`config.mk`:
```
export PLATFORM = sky130hd
export DESIGN_NAME = network_injector_mvc
export DESIGN_NICKNAME = d
export VERILOG_FILES = /design/src/rtl/net_injector_pkg.sv /design/src/rtl/injector_local_fifo.sv /design/src/rtl/network_injector_mvc.sv
export SDC_FILE = /design/constraint.sdc
export NUM_CORES = 1
export LEC_CHECK = 0
export BUFFER_PORTS_ARGS = -buffer_cell sky130_fd_sc_hd__clkbuf_2
export CAP_MARGIN = 30
export CORE_UTILIZATION = 45
export DETAILED_ROUTE_END_ITERATION = 7
export GPL_TIMING_DRIVEN = 0
export HOLD_SLACK_MARGIN = 0.08
export PLACE_DENSITY = 0.69
export SLEW_MARGIN = 0
export SYNTH_ARGS = -nofsm -noshare
export SYNTH_HDL_FRONTEND = slang
export SYNTH_SLANG_ARGS = --single-unit
```
`constraint.sdc`:
```
create_clock -name clk_i -period 10.6 [get_ports clk_i]
set_input_delay 1.59 -clock clk_i [delete_from_list [all_inputs] [get_ports clk_i]]
set_output_delay 1.59 -clock clk_i [all_outputs]
set_load 0.01 [all_outputs]
```
`src/rtl/net_injector_pkg.sv`:
```
// Shared definitions for the multi-VC network injector: per-VC route state
// encoding, flit type codes and the statistics counter width.
package net_injector_pkg;

    // Per-VC route state, 2-bit encoding.
    typedef enum logic [1:0] {
        ROUTE_IDLE   = 2'd0,
        ROUTE_REMOTE = 2'd1,
        ROUTE_LOCAL  = 2'd2
    } route_state_e;

    // Flit type codes (`header, `body, `tail, `header_tail).
    localparam logic [1:0] FLIT_HEADER      = 2'b00;
    localparam logic [1:0] FLIT_BODY        = 2'b01;
    localparam logic [1:0] FLIT_TAIL        = 2'b10;
    localparam logic [1:0] FLIT_HEADER_TAIL = 2'b11;

    localparam int STATS_WIDTH = 32;

    // Saturating increment for the statistics counters.
    function automatic logic [STATS_WIDTH-1:0] sat_inc(input logic [STATS_WIDTH-1:0] value);
        return (&value) ? value : value + 1'b1;
    endfunction

endpackage

```
`src/rtl/injector_local_fifo.sv`:
```
// Synchronous FIFO for the local delivery port. valid/ready on both sides;
// a push is refused whenever the FIFO is full, even if a pop happens in the
// same cycle. The head entry is visible the cycle after it was pushed.
module injector_local_fifo
    import net_injector_pkg::*;
#(
    parameter int DEPTH      = 4,
    parameter int DATA_WIDTH = 8
) (
    input  logic                           clk,
    input  logic                           rst,
    input  logic                           in_valid,
    output logic                           in_ready,
    input  logic [DATA_WIDTH-1:0]          in_data,
    output logic                           out_valid,
    input  logic                           out_ready,
    output logic [DATA_WIDTH-1:0]          out_data,
    output logic [$clog2(DEPTH+1)-1:0]     count
);

    localparam int AW = $clog2(DEPTH);
    localparam int CW = $clog2(DEPTH + 1);

    logic [DATA_WIDTH-1:0] mem [DEPTH];
    logic [AW-1:0]         wr_ptr;
    logic [AW-1:0]         rd_ptr;
    logic [CW-1:0]         count_q;
    logic                  full;
    logic                  push;
    logic                  pop;

    assign full      = (count_q == CW'(DEPTH));
    assign in_ready  = !full;
    assign out_valid = (count_q != '0);
    assign out_data  = mem[rd_ptr];
    assign push      = in_valid && !full;
    assign pop       = out_valid && out_ready;
    assign count     = count_q;

    // Storage array; contents need no reset because count gates visibility.
    always_ff @(posedge clk) begin
        if (push) begin
            mem[wr_ptr] <= in_data;
        end
    end

    // Pointers and occupancy.
    always_ff @(posedge clk) begin
        if (rst) begin
            wr_ptr  <= '0;
            rd_ptr  <= '0;
            count_q <= '0;
        end else begin
            if (push) begin
                wr_ptr <= wr_ptr + 1'b1;
            end
            if (pop) begin
                rd_ptr <= rd_ptr + 1'b1;
            end
            case ({push, pop})
                2'b10:   count_q <= count_q + 1'b1;
                2'b01:   count_q <= count_q - 1'b1;
                default: count_q <= count_q;
            endcase
        end
    end

endmodule

```
`src/rtl/network_injector_mvc.sv`:
```
// Multi-VC network injector. Keeps a route state per VC so packets on
// different VCs may interleave flit by flit; steers each flit either to the
// router (avail/valid, zero latency) or into a local FIFO (valid/ready).
// Optional statistics counters are built when NETWORK_INJECTOR_STATS_EN is
// defined; otherwise the stat outputs are constant zero.
//
// Handshakes: an input flit transfers when tlp_valid_i && tlp_ready_o. The
// router side transfers whenever network_valid_o is high (the router already
// advertised room via network_avail_i for that VC). The local side transfers
// when local_valid_o && local_ready_i.
module network_injector_mvc
    import net_injector_pkg::*;
#(
    parameter int NetworkIfAddressId               = 0,
    parameter int NetworkIfFlitWidth               = 64,
    parameter int NetworkIfFlitTypeWidth           = 2,
    parameter int NetworkIfBroadcastWidth          = 1,
    parameter int NetworkIfVirtualChannelIdWidth   = 2,
    parameter int NetworkIfVirtualNetworkIdWidth   = 2,
    parameter int NetworkIfNumberOfVirtualChannels = 4,
    parameter int VirtualChannelsPerNetwork        = 1,
    parameter int DestinationMsb                   = 63,
    parameter int DestinationLsb                   = 53,
    parameter int LocalFifoDepth                   = 4
) (
    input  logic                                        clk_i,
    input  logic                                        rst_i,
    input  logic                                        tlp_valid_i,
    output logic                                        tlp_ready_o,
    input  logic [NetworkIfFlitWidth-1:0]               tlp_flit_i,
    input  logic [NetworkIfFlitTypeWidth-1:0]           tlp_flit_type_i,
    input  logic [NetworkIfBroadcastWidth-1:0]          tlp_broadcast_i,
    input  logic [NetworkIfVirtualChannelIdWidth-1:0]   tlp_virtual_channel_id_i,
    output logic                                        network_valid_o,
    input  logic [NetworkIfNumberOfVirtualChannels-1:0] network_avail_i,
    output logic [NetworkIfFlitWidth-1:0]               network_flit_o,
    output logic [NetworkIfFlitTypeWidth-1:0]           network_flit_type_o,
    output logic [NetworkIfBroadcastWidth-1:0]          network_broadcast_o,
    output logic [NetworkIfVirtualChannelIdWidth-1:0]   network_virtual_channel_id_o,
    output logic                                        local_valid_o,
    input  logic                                        local_ready_i,
    output logic [NetworkIfFlitWidth-1:0]               local_flit_o,
    output logic [NetworkIfFlitTypeWidth-1:0]           local_flit_type_o,
    output logic [NetworkIfBroadcastWidth-1:0]          local_broadcast_o,
    output logic [NetworkIfVirtualNetworkIdWidth-1:0]   local_virtual_network_id_o,
    output logic [$clog2(LocalFifoDepth+1)-1:0]         local_fifo_count_o,
    output logic                                        protocol_error_o,
    output logic [STATS_WIDTH-1:0]                      stat_remote_flits_o,
    output logic [STATS_WIDTH-1:0]                      stat_local_flits_o,
    output logic [STATS_WIDTH-1:0]                      stat_dropped_flits_o
);

    localparam int NUM_VC  = NetworkIfNumberOfVirtualChannels;
    localparam int DEST_W  = DestinationMsb - DestinationLsb + 1;
    localparam int FT_W    = NetworkIfFlitTypeWidth;
    localparam int VN_W    = NetworkIfVirtualNetworkIdWidth;
    localparam int ENTRY_W = NetworkIfFlitWidth + FT_W + NetworkIfBroadcastWidth + VN_W;

    route_state_e vc_state_q [NUM_VC];
    route_state_e vc_state_d [NUM_VC];

    route_state_e cur_state;
    route_state_e route;
    logic         is_header;
    logic         to_local;
    logic         drop;
    logic         fifo_in_ready;
    logic         fifo_push;
    logic         accept;
    logic         drop_fire;
    logic         error_set;
    logic         error_q;
    logic [VN_W-1:0]    vn;
    logic [ENTRY_W-1:0] fifo_out_data;

    // Route decision for the flit currently offered, plus ready/valid terms.
    always_comb begin
        cur_state = vc_state_q[tlp_virtual_channel_id_i];
        is_header = (tlp_flit_type_i == FT_W'(FLIT_HEADER)) ||
                    (tlp_flit_type_i == FT_W'(FLIT_HEADER_TAIL));
        to_local  = (tlp_flit_i[DestinationMsb:DestinationLsb] == DEST_W'(NetworkIfAddressId)) &&
                    (tlp_broadcast_i == '0);
        route     = cur_state;
        drop      = 1'b0;
        if (is_header) begin
            route = to_local ? ROUTE_LOCAL : ROUTE_REMOTE;
        end else if (cur_state == ROUTE_IDLE) begin
            drop = 1'b1;
        end

        network_valid_o = tlp_valid_i && (route == ROUTE_REMOTE) && !drop &&
                          network_avail_i[tlp_virtual_channel_id_i];
        fifo_push       = tlp_valid_i && (route == ROUTE_LOCAL) && !drop && fifo_in_ready;
        tlp_ready_o     = drop ||
                          ((route == ROUTE_REMOTE) && network_avail_i[tlp_virtual_channel_id_i]) ||
                          ((route == ROUTE_LOCAL) && fifo_in_ready);
        accept          = tlp_valid_i && tlp_ready_o && !drop;
        drop_fire       = tlp_valid_i && drop;
        error_set       = drop_fire || (accept && is_header && (cur_state != ROUTE_IDLE));
        vn              = VN_W'(32'(tlp_virtual_channel_id_i) / 32'(VirtualChannelsPerNetwork));
    end

    // Next per-VC route state: only the VC of an accepted flit moves.
    always_comb begin
        for (int i = 0; i < NUM_VC; i++) begin
            vc_state_d[i] = vc_state_q[i];
        end
        if (accept) begin
            case (tlp_flit_type_i)
                FT_W'(FLIT_HEADER):      vc_state_d[tlp_virtual_channel_id_i] = route;
                FT_W'(FLIT_HEADER_TAIL): vc_state_d[tlp_virtual_channel_id_i] = ROUTE_IDLE;
                FT_W'(FLIT_TAIL):        vc_state_d[tlp_virtual_channel_id_i] = ROUTE_IDLE;
                default:                 vc_state_d[tlp_virtual_channel_id_i] = cur_state;
            endcase
        end
    end

    // Per-VC route state register and sticky protocol error.
    always_ff @(posedge clk_i) begin
        if (rst_i) begin
            for (int i = 0; i < NUM_VC; i++) begin
                vc_state_q[i] <= ROUTE_IDLE;
            end
            error_q <= 1'b0;
        end else begin
            for (int i = 0; i < NUM_VC; i++) begin
                vc_state_q[i] <= vc_state_d[i];
            end
            if (error_set) begin
                error_q <= 1'b1;
            end
        end
    end

    assign protocol_error_o             = error_q;
    assign network_flit_o               = tlp_flit_i;
    assign network_flit_type_o          = tlp_flit_type_i;
    assign network_broadcast_o          = tlp_broadcast_i;
    assign network_virtual_channel_id_o = tlp_virtual_channel_id_i;

    injector_local_fifo #(
        .DEPTH      (LocalFifoDepth),
        .DATA_WIDTH (ENTRY_W)
    ) u_local_fifo (
        .clk       (clk_i),
        .rst       (rst_i),
        .in_valid  (fifo_push),
        .in_ready  (fifo_in_ready),
        .in_data   ({tlp_flit_i, tlp_flit_type_i, tlp_broadcast_i, vn}),
        .out_valid (local_valid_o),
        .out_ready (local_ready_i),
        .out_data  (fifo_out_data),
        .count     (local_fifo_count_o)
    );

    assign {local_flit_o, local_flit_type_o, local_broadcast_o, local_virtual_network_id_o} = fifo_out_data;

`ifdef NETWORK_INJECTOR_STATS_EN
    logic [STATS_WIDTH-1:0] stat_remote_q;
    logic [STATS_WIDTH-1:0] stat_local_q;
    logic [STATS_WIDTH-1:0] stat_dropped_q;

    // Saturating traffic counters.
    always_ff @(posedge clk_i) begin
        if (rst_i) begin
            stat_remote_q  <= '0;
            stat_local_q   <= '0;
            stat_dropped_q <= '0;
        end else begin
            if (network_valid_o) stat_remote_q  <= sat_inc(stat_remote_q);
            if (fifo_push)       stat_local_q   <= sat_inc(stat_local_q);
            if (drop_fire)       stat_dropped_q <= sat_inc(stat_dropped_q);
        end
    end

    assign stat_remote_flits_o  = stat_remote_q;
    assign stat_local_flits_o   = stat_local_q;
    assign stat_dropped_flits_o = stat_dropped_q;
`else
    assign stat_remote_flits_o  = '0;
    assign stat_local_flits_o   = '0;
    assign stat_dropped_flits_o = '0;
`endif

endmodule

```
After elaboration in Yosys (flattened, before gate mapping)
Memories as Yosys holds them, arrays and structs flattened. A register that Yosys moved wholly into a read port is not among the register bits.
Index checks and enable logic that the tools add are counted.
{"block": "classes", "addsub": 4, "n_lt_le_gt_ge": 3, "eq_ne": 7, "mux": 24, "bitwise_logic": 8, "n_reduce_logical": 30}
{"op": "$mux W2", "count": 9}
{"op": "$logic_and A1 B1 Y1", "count": 17}
{"op": "$bwmux W8", "count": 2}
{"op": "$pmux W8 S2", "count": 1}
{"op": "$logic_not A11 Y1", "count": 1}
{"op": "$and A8 B8 Y8", "count": 1}
{"op": "$eq A2 B2 Y1 const B", "count": 4}
{"op": "$mux W1", "count": 8}
{"op": "$mux W8", "count": 1}
{"op": "$not A8 Y8", "count": 1}
{"op": "$pmux W3 S2", "count": 1}
{"op": "$add A2 B1 Y2 const B", "count": 2}
{"op": "$demux W2 S2", "count": 1}
{"op": "$eq A2 B1 Y1 const B", "count": 2}
{"op": "$logic_not A2 Y1", "count": 2}
{"op": "$logic_or A1 B1 Y1", "count": 4}
{"op": "$or A1 B1 Y1", "count": 4}
{"op": "$reduce_bool A2 Y1", "count": 2}
{"op": "$add A3 B1 Y3 const B", "count": 1}
{"op": "$eq A3 B3 Y1 const B", "count": 1}
{"op": "$ge A3 B3 Y1 const B", "count": 1}
{"op": "$lt A2 B3 Y1 const B", "count": 1}
{"op": "$lt A3 B1 Y1 const B", "count": 1}
{"op": "$not A2 Y3", "count": 1}
{"op": "other kinds (6)", "count": 7}
{"block": "totals", "register_bits": 8, "ram_bits": 284, "memories": 2}
{"name": "u_local_fifo.mem", "words": 4, "word_bits": 69, "read_ports": 1, "rd_ports_with_merged_regs": 1, "write_ports": 1, "line": "injector_local_fifo.sv:24", "rtl": "logic [DATA_WIDTH-1:0] mem [DEPTH];"}
{"name": "vc_state_q", "words": 4, "word_bits": 2, "read_ports": 5, "rd_ports_with_merged_regs": 0, "write_ports": 4, "line": "network_injector_mvc.sv:59", "rtl": "route_state_e vc_state_q [NUM_VC];"}

Depth between registers and ports, before layout
{"block": "logic_depth", "word_depth": 13, "ltp_mapped": 13, "ltp_nobuf": 13}

Modules after synthesis
From an unflattened synthesis, not the netlist that was laid out.
{"block": "unflattened", "hier_cells": 685, "area_unflattened_um2": 12543.3}
{"module": "injector_local_fifo", "n_inst": 1, "cells_each": 413, "area_per_inst_um2": 10437.5, "seq_area_each_um2": 8468.1}
{"module": "network_injector_mvc", "n_inst": 1, "cells_each": 272, "area_per_inst_um2": 2105.8, "seq_area_each_um2": 180.2}

Least setup slack after synthesis
OpenSTA, ideal clock, no wires.
{"block": "synth_timing", "kind": "input-to-reg", "start": "input port tlp_flit_type_i[0]", "end": "memory u_local_fifo.mem[0][0] in the netlist's numbering (enable)", "setup_time_ps": 435, "arrival_time_ps": 4699, "required_time_ps": 10165, "path_slack_ps": 5466, "cell_stages": 7, "cell_sequence": "inv_1 > ha_1 > and2_1 > and2_1 > a221o_1 > nor3_2 > and2_1"}
{"block": "synth_via", "elab_chain_cells": 10}
{"element": "from (decl)", "line": "network_injector_mvc.sv:31", "rtl": "input logic [NetworkIfFlitTypeWidth-1:0] tlp_flit_type_i,"}
{"element": "$eq A2 B2 Y1 or $logic_not A2 Y1 (tied branches)", "line": "network_injector_mvc.sv:80, network_injector_mvc.sv:79"}
{"element": "$logic_or A1 B1 Y1 *", "line": "network_injector_mvc.sv:79", "rtl": "is_header = (tlp_flit_type_i == FT_W'(FLIT_HEADER)) ||"}
{"element": "$mux W2", "line": "network_injector_mvc.sv:85", "rtl": "if (is_header) begin"}
{"element": "$eq A2 B2 Y1", "line": "network_injector_mvc.sv:93", "rtl": "fifo_push = tlp_valid_i && (route == ROUTE_LOCAL) && !drop && fifo_in_ready;"}
{"element": "$logic_and A1 B1 Y1", "line": "network_injector_mvc.sv:93"}
{"element": "$logic_and A1 B1 Y1 * (2 in a row)", "line": "network_injector_mvc.sv:93"}
{"element": "$logic_and A1 B1 Y1 *", "line": "injector_local_fifo.sv:36", "rtl": "assign push = in_valid && !full;"}
{"element": "$mux W1 *", "line": "injector_local_fifo.sv:42", "rtl": "if (push) begin"}
{"element": "$mux W1 (implied by the code) *", "line": "injector_local_fifo.sv:43", "rtl": "mem[wr_ptr] <= in_data;"}
{"element": "to (decl)", "line": "injector_local_fifo.sv:24"}
Every way passes the cells marked *; elsewhere a longest branch is shown, timed or not.

Worst setup path in the final report
{"block": "layout_timing", "start": "input port tlp_flit_type_i[0]", "end": "output port tlp_ready_o"}
{"block": "layout_via", "elab_chain_cells": 7}
{"element": "$eq A2 B2 Y1 or $logic_not A2 Y1 (tied branches)", "line": "network_injector_mvc.sv:80, network_injector_mvc.sv:79"}
{"element": "$logic_or A1 B1 Y1 *", "line": "network_injector_mvc.sv:79"}
{"element": "$mux W2", "line": "network_injector_mvc.sv:85"}
{"element": "$eq A2 B1 Y1", "line": "network_injector_mvc.sv:95", "rtl": "((route == ROUTE_REMOTE) && network_avail_i[tlp_virtual_channel_id_i]) ||"}
{"element": "$logic_and A1 B1 Y1", "line": "network_injector_mvc.sv:95"}
{"element": "$logic_or A1 B1 Y1", "line": "network_injector_mvc.sv:94", "rtl": "tlp_ready_o = drop ||"}
{"element": "$logic_or A1 B1 Y1 *", "line": "network_injector_mvc.sv:95"}
{"element": "to (decl)", "line": "network_injector_mvc.sv:29", "rtl": "output logic tlp_ready_o,"}
Marked as above.

==> flow_summary_export.csv <==
group,metric,value,unit
outcome,status,"finished clean",
cts,clk_pin_slew_worst_paths,0.06,ns
sta,fin_skew,0.00677,ns
routing,drt_wl_total,22700,um
grt,grt_overflow,0,
setup_path,startpoint_type,"input pin",
setup_path,critPathMaxFanout,10,
sta,period_minus_slack,5.26,ns
final_layout,final_nets,1121,
placement,dp.cells,1342,
power_and_ir_drop,leakagePower,5.94,nW
setup_path,path_buf_inv,4,
logic_synthesis,synthTopCellsByArea,"edfxtp_1, mux4_2, buf_4",
floorplan,core-area,27000,um^2
routing,top_layer,"met4",
logic_synthesis,yosys.area.top_type,"edfxtp_1",
cts,ctsHoldBuffers,0,
sta,final.period_utilization,49.6,%
sta,fmax,190,MHz
routing,met2_length,11300,um
placement,io_buffers,221,
setup_path,end_kind,"output pin",
grt,grt_pass1_wl,34500,um
grt,grt_max_degree,45,
floorplan,fp.dieArea,28300,um^2
floorplan,initial_utilization,46.1,%
power_and_ir_drop,ir_drop,0.000109,V
routing,ant_nets,0,
cts,postCtsSetupRepairBufs,0,
floorplan,fp-row-count,60,
setup_path,reg2reg_depth,6,
sta,setup_viol,0,
grt,grt_pass1_vias,6480,
final_layout,fillerInstances,2141,
sta,rsz0062_at_grt,"false",
sta,maxSlewHeadroom,41.6,%
routing,vias_per_cell,4.71,
final_layout,n_antenna_cell,0,
placement,dp_slack,5.28,ns
grt,gr-usage-all-layers,15.8,%
setup_path,crit_chain,"clkbuf_2 -> inv_1 -> ha_1 -> nor4_1 -> nand4_1 -> o21a_1 -> o21a_1 -> buf_6 -> nand2_1 -> clkbuf_2",
setup_path,r2r-end,"u_local_fifo.mem[3][30]",
cts,cts_resized,0,
logic_synthesis,yosysTopAreaCellShare,66.6,%
cts,htreeDepth,1,
floorplan,io_pins,318,
cts,clk_latency,0.53,ns
routing,drc,0,
final_layout,area_growth,23.9,%
logic_synthesis,synth_cell_type_count,47,
logic_synthesis,avgSynthCellArea,18.3,um^2
routing,vias,6570,
sta,final.setup.tns,0,ns
routing,wl_per_cell,16.3,um
routing,met1Wirelength,9720,um
routing,drt_pre_antenna_iters,4,
sta,finalHoldViolCount,0,
cts,tritoncts,"built",
setup_path,r2r_setup_slack,7.81,ns
cts,root_buffer,"clkbuf_16",
grt,antenna_found_initial,0,
power_and_ir_drop,power_density,157,nW/um^2
floorplan,die_h,168,um
logic_synthesis,synthFlopType,"edfxtp_1",
setup_path,slowest_delay,0.40,ns
logic_synthesis,synthCells,681,
placement,routabilityCongestion,0.794,
setup_path,cp.required,9.01,ns
logic_synthesis,yosysMostFrequentCell,"edfxtp_1",
routing,wl_met3,1300,um
min_path,holdPathStages,2,
logic_synthesis,async_flop_share,0,%
floorplan,die_w,168,um
logic_synthesis,synth-seq-cells,294,
placement,place_hpwl,14900,um
setup_path,cp_slowest_cell,"ha_1",
cts,cts.path.max_buffers,3,
final_layout,drive_above_1_share,49.0,%
run,maxCapViolCount,0,
cts,cts_sinks,294,
final_layout,fin_cells,1396,
sta,worstMarginPinSlew,0.876,ns
cts,cts_inserted_buffers,30,
logic_synthesis,seq_area_frac_synth,69.5,%
logic_synthesis,syn_area,12400,um^2
min_path,hp-class,"reg -> reg",
setup_path,setup.worst_path.class,"in -> out",
logic_synthesis,yosys-top-cells-count,"edfxtp_1, buf_4, mux4_2, nor2_1, dfxtp_1",
logic_synthesis,yosys_warnings,0,
setup_path,crit_arrival,3.67,ns
logic_synthesis,synth-edff-count,276,
sta,maxSlewViolCount,0,
setup_path,crit_family,"simple AND/OR/NAND/NOR gates",
sta,finalWorstSetupSlack,5.34,ns
routing,first_iter_violations,361,
[cell type report]
type,count,area [um^2],area share (%)
Sequential cell,294,8650,56.1
Multi-Input combinational cell,284,2790,18.1
Buffer,187,1340,8.68
Timing Repair Buffer,226,1220,7.94
Clock buffer,38,802,5.20
Tap cell,341,427,2.77
Clock inverter,15,151,0.982
Inverter,11,41.3,0.268
[report_power, final]
group / leakage, nW / internal, mW / switching [mW]
Sequential: 2.62 / 1.27 / 0.000209
Combinational: 2.85 / 0.0672 / 0.0702
Clock: 0.467 / 0.604 / 0.406
[metrics by stage]
step	power [mW]	cell area, um^2	utilization, %	hold WS [ns]
after floorplan	1.38	12800	-	0.443
after global placement	1.43	14300	53.0	0.459
after detailed placement	1.43	14400	53.5	0.474
after CTS	2.44	15400	57.0	0.481
after global routing	2.49	15400	57.0	0.501
final	2.42	15400	57.0	0.479
[worst max-delay path by stage]
stage / start / endpoint / slack [ns] / depth (start not counted)
2_1_floorplan: tlp_flit_type_i[0] / u_local_fifo.mem[0][0] / 5.47 / 7
3_3_place_gp: tlp_flit_type_i[0] / u_local_fifo.mem[1][28] / 3.52 / 8
3_5_place_dp: tlp_flit_type_i[0] / tlp_ready_o / 5.28 / 10
4_1_cts: tlp_flit_type_i[0] / tlp_ready_o / 5.27 / 10
5_1_grt: tlp_flit_type_i[0] / tlp_ready_o / 5.22 / 10
6_report: tlp_flit_type_i[0] / tlp_ready_o / 5.34 / 10
[worst reg2reg max path, cell delays in order (launching register included)]
cell	delay, ns
dfxtp_1	0.33
mux2i_1	0.15
and2_1	0.20
a221o_1	0.39
nor3_2	0.46
and2_4	0.60
buf_12	0.32
[kinds of logic (layout without fill, tap and decap cells)]
kind of cell               after synthesis  in the layout  share of synthesized area [%]
DFF                                    294            294                           69.5
buffers and inverters                  198            477                           11.1
muxes                                   82             82                           13.7
and+or+nand+nor                         58             58                           2.36
AOI/OAI and AO/OA                       33             33                           1.95
adders and majority gates               10             10                           1.07
xor gates and xnor gates                 5              5                          0.352
other                                    1             96                         0.0301
[layout by cell type, fill, tap and decap left out, types with 4 or more instances in the layout]
cell and count:
nor2b_1 5, clkinv_2 6, clkbuf_1 20, a21oi_1 6, dfxtp_1 18, buf_1 6, edfxtp_1 276, buf_4 165
clkbuf_2 221, conb_1 96, o21ai_1 4, nor2_1 19, and2_4 4, clkinv_1 4, mux4_2 70, inv_1 11
mux2i_1 7, nand2b_1 4, ha_1 9, nand2_1 10, a211oi_1 4, clkbuf_16 31
[state kept, by name, summed over array words and instances, names as in the netlist, named ones only]
| register | flops |
|---|---|
| u_local_fifo.mem | 276 |
| u_local_fifo.count | 3 |
| u_local_fifo.rd_ptr | 2 |
| u_local_fifo.wr_ptr | 2 |
| protocol_error_o | 1 |
[layer usage]
| metal | GRT usage, % | vias up |
|---|---|---|
| met5 | 0 | - |
| met4 | 3.75 | 0 |
| met3 | 2.23 | 32 |
| met2 | 27.2 | 244 |
| met1 | 21.5 | 3213 |
| li1 | - | 3081 |
Note: power is estimated with default switching activity, not from simulation.
